## src/rtl/gmul_seq.sv

```systemverilog
// rtl/gmul_seq.sv - digit-serial GF(2^WIDTH) multiplier with valid/ready handshakes
// Consumes DIGIT multiplier bits per cycle, MSB first, Horner-style accumulation.
module gmul_seq #(
  parameter int               WIDTH = 8,
  parameter logic [WIDTH-1:0] POLY  = 8'h1B,
  parameter int               DIGIT = 1
) (
  input  logic             clk,
  input  logic             rst,
  input  logic             in_valid,
  output logic             in_ready,
  input  logic [WIDTH-1:0] a_in,
  input  logic [WIDTH-1:0] b_in,
  output logic             out_valid,
  input  logic             out_ready,
  output logic [WIDTH-1:0] data_out,
  output logic             busy
);

  localparam int N  = WIDTH / DIGIT;
  localparam int CW = (N > 1) ? $clog2(N) : 1;

  if (WIDTH < 2 || DIGIT < 1 || (WIDTH % DIGIT) != 0) begin : g_bad_param
    $error("gmul_seq: WIDTH must be >= 2 and DIGIT must divide WIDTH");
  end

  typedef enum logic [1:0] {
    IDLE = 2'd0,
    BUSY = 2'd1,
    DONE = 2'd2
  } state_t;

  state_t           state_q, state_d;
  logic [WIDTH-1:0] a_reg, b_reg, acc, acc_step;
  logic [CW-1:0]    cnt;
  logic             accept;
  logic             last_step;

  // DIGIT chained xtime/conditional-add sub-steps evaluated in one cycle.
  always_comb begin
    acc_step = acc;
    for (int i = 0; i < DIGIT; i++) begin
      acc_step = {acc_step[WIDTH-2:0], 1'b0}
               ^ (acc_step[WIDTH-1] ? POLY : '0)
               ^ (b_reg[WIDTH-1-i] ? a_reg : '0);
    end
  end

  assign last_step = (cnt == CW'(N - 1));
  assign accept    = in_valid & in_ready;

  always_comb begin
    state_d  = state_q;
    in_ready = 1'b0;
    case (state_q)
      IDLE: begin
        in_ready = 1'b1;
        if (in_valid) state_d = BUSY;
      end
      BUSY: begin
        if (last_step) state_d = DONE;
      end
      DONE: begin
        in_ready = out_ready;
        if (out_ready) state_d = in_valid ? BUSY : IDLE;
      end
      default: state_d = IDLE;
    endcase
    if (rst) in_ready = 1'b0;
  end

  assign out_valid = (state_q == DONE);
  assign busy      = (state_q == BUSY);

  always_ff @(posedge clk) begin
    if (rst) begin
      state_q  <= IDLE;
      a_reg    <= '0;
      b_reg    <= '0;
      acc      <= '0;
      cnt      <= '0;
      data_out <= '0;
    end else begin
      state_q <= state_d;
      if (accept) begin
        a_reg <= a_in;
        b_reg <= b_in;
        acc   <= '0;
        cnt   <= '0;
      end else if (state_q == BUSY) begin
        acc   <= acc_step;
        b_reg <= b_reg << DIGIT;
        cnt   <= cnt + 1'b1;
        if (last_step) data_out <= acc_step;
      end
    end
  end

endmodule

```

## config.mk

```make
export PLATFORM = sky130hd
export DESIGN_NAME = gmul_seq
export DESIGN_NICKNAME = d
export VERILOG_FILES = /design/src/rtl/gmul_seq.sv
export SDC_FILE = /design/constraint.sdc
export NUM_CORES = 1
export LEC_CHECK = 0
export ABC_AREA = 1
export BUFFER_PORTS_ARGS = -buffer_cell sky130_fd_sc_hd__buf_2
export CORE_MARGIN = 2
export CORE_UTILIZATION = 40
export CTS_BUF_LIST = sky130_fd_sc_hd__clkbuf_16
export DETAILED_ROUTE_END_ITERATION = 10
export PLACE_DENSITY = 0.56
export SETUP_SLACK_MARGIN = 0.02
export SYNTH_ARGS = -nofsm -noshare
export SYNTH_HDL_FRONTEND = slang
export SYNTH_SLANG_ARGS = --single-unit
```

## constraint.sdc

```tcl
create_clock -name clk -period 1.7 [get_ports clk]
set_input_delay 0.34 -clock clk [delete_from_list [all_inputs] [get_ports clk]]
set_output_delay 0.34 -clock clk [all_outputs]
set_load 0.02 [all_outputs]
```

==> metrics <==
status=finished, final reports clean; Die Span X=~70 um; sequential cell area fraction in the yosys report=around 43%; clk slew on worst S/H paths=~0.050 ns; Chip Height=between 60 and 70 um; I/O pin cnt=31; DRC Markers=0; core area=between 4000 and 5000 um2; commonest non-fill, non-tap cells in the layout=84 x nand2_1, 37 x dfxtp_1, 30 x buf_2; Synth Net Count=about 270; sequential power share=47.0%; Crit path max-delay family=simple AND/OR/NAND/NOR gates; reg2reg setup slack=about 0.34 ns; Vias/cell=4.791; Peak VDD IR=605.6 uV; CTS tree=done; Psw=between 0.4 and 0.5 mW; Layout Nets=302; Routed Wire Length=3.648 mm; worst r2r src=cnt[0]; via count=1581; setup violators final=0; vias in the first global route=between 1000 and 1500; Wirelength per Cell=11.05 um; Slew Viols, Final=0; Critical Path End Type=output pin; TritonRoute pass-1 iters=4; FILL cells=between 400 and 500; slowest stage delay, CP=between 0.3 and 0.4 ns; RSZ-0062 raised after global routing=false; Buffers & Inverters on Critical Path=1; Hold WC Path Type=input port to flop; min-delay src=a_in[6]; Num CTS Buffers=5; postcts setup bufs=0; CP Cell Sequence=nor2_4, and2_1, buf_2; class of the most critical setup path=flop to output pin; clock skew=between 0.002 and 0.0025 ns; initial core utilization=between 40 and 50%; GP Congestion=just under 0.8; Crit path depth=3; WP data arrival=~1.2 ns; Final Cycle Share=between 90% and 100%; Critical-path top delay cell=dfxtp_1; # diodes=0; PwrDens=between 900 and 1000 nW/um2; final non-filler cell total=330; Area Overhead vs Synth=20.24%; first-pass GRT wire length=about 6.6 mm; layout cells sized above 1=a little under a fifth; largest net degree at the start of global routing=22; Max Cap Viol=0; Die Area=approximately 4900 um2; setup TNS=0 ns; hold path depth=3; HPWL Detailed=between 2 and 3 mm; switching share of power=a little under a quarter; number of enable flip-flop cells after synthesis=0; distinct cell type count of the synthesized netlist=26; Least-Margin Pin Slew=just under 0.3 ns; startpoint types=flop; Cell Area, Synth=1737 um2; Fin. Hold Viols=0; CP Max Fanout=9; fin crit period=around 1.6 ns; fmax=642.7 MHz; Clk pwr share=between 40% and 50%; number of synthesized register bits=37; reg2reg path depth=8; Leakage=between 0.9 and 1 nW; Critical Path RT=between 1 and 1.5 ns; Final ANT Viol Nets=0; Mean Syn Cell Area=about 7.1 um2; Clk Latency, worst-skew pair=~0.27 ns; placed cell area=~2000 um2; Placement Rows=23; initial antenna violation count=0; initial DRC count=a little under 70; Int Pwr=about 1.5 mW; ys async rst share=0%; relative slew slack=about four fifths; Clock Sinks=37; top_reg_cell synth=dfxtp_1; Synth Instances=between 200 and 250; port bufs=30; placed cells=323; GR Overflow Total=0; CTS max path bufs=2; clock root buffer=clkbuf_16; most common cell after layout, fill and taps aside=nand2_1; Yosys Warn Count=0; Final Instance Area=roughly 2100 um2; combinational power share=between 10 and 15%; GRT Util Overall=16.19%; H-tree Lvls=2; CP Launch Point=state_q[0]
==> layer usage <==
layer	track usage (%)	vias to the layer above	share of wire [%]
met5	0	-	0
met4	3.846	0	0.36
met3	3.463	2	3.2
met2	25.61	21	46
met1	22.62	707	51
li1	-	851	-
==> stage by stage <==
step | util [%] | hold WS [ns] | setup WS (ns) | total power, mW
6_report | 51.10 | 0.3308 | 0.1440 | 1.969
5_1_grt | 51.10 | 0.3510 | 0.05007 | 2.065
4_1_cts | 51.10 | 0.3278 | 0.08807 | 1.996
3_5_place_dp | 47.86 | 0.4517 | 0.3005 | 1.158
3_3_place_gp | 47.86 | 0.4524 | 0.2974 | 1.158
2_1_floorplan | - | 0.4429 | 0.4317 | 1.091
==> layout make-up <==
class / instances / area (um2) / share of cell area [%]
multi-input combinational: 171 / 829.5 / 39.72
sequential: 37 / 740.7 / 35.47
timing repair buffer: 41 / 232.7 / 11.14
clock buffer: 5 / 125.1 / 5.992
inverter: 24 / 90.09 / 4.314
tap: 50 / 62.56 / 2.996
clock inverter: 2 / 7.507 / 0.3595
==> power by group through the flow <==
stage	Combinational (mW)	Clock (mW)	Sequential (mW)
4_1_cts	0.217	0.854	0.925
5_1_grt	0.245	0.891	0.929
3_5_place_dp	0.215	0	0.943
2_1_floorplan	0.156	0	0.935
6_report	0.214	0.830	0.925
3_3_place_gp	0.215	0	0.943
==> repair_timing <==
action	4_1_cts	5_1_grt
gates resized for setup	0	0
hold buffers	0	0
endpoints found under the setup margin	0	1
==> cell usage after synthesis, types with 4 or more instances <==
library cell  count  area share (%)
xor2_1            4             2.0
inv_1            22             4.8
nand3_1          22             6.3
a21oi_1          29             8.4
nand2_1          84              18
o21a_1            4             1.7
buf_2             4             1.2
dfxtp_1          37              43
nand4_1           7             2.5
nor2_1            6             1.3
buf_4             5             2.2
==> path summary, 6_finish.rpt <==
path,to
setup / recovery,in_ready
hold / removal,a_reg[6]
hold reg to reg,data_out[2]
setup reg to reg,data_out[4]
==> cells by family after synthesis <==
| logic type | share of synthesized area [%] |
|---|---|
| and+or+nand+nor | 32.21 |
| DFF | 42.65 |
| buffers and inverters | 9.582 |
| xor gates and xnor gates | 3.026 |
| AOI/OAI and AO/OA | 11.10 |
| adders and majority gates | 1.441 |
==> worst register-to-register path, cell delays in order (launching register included) <==
cell,delay (ns)
dfxtp_1,0.32
ha_1,0.20
ha_1,0.18
inv_1,0.08
nor2_2,0.07
buf_4,0.16
o21a_1,0.16
nand2_1,0.05
inv_1,0.03
(Power assumes the default switching activity.)
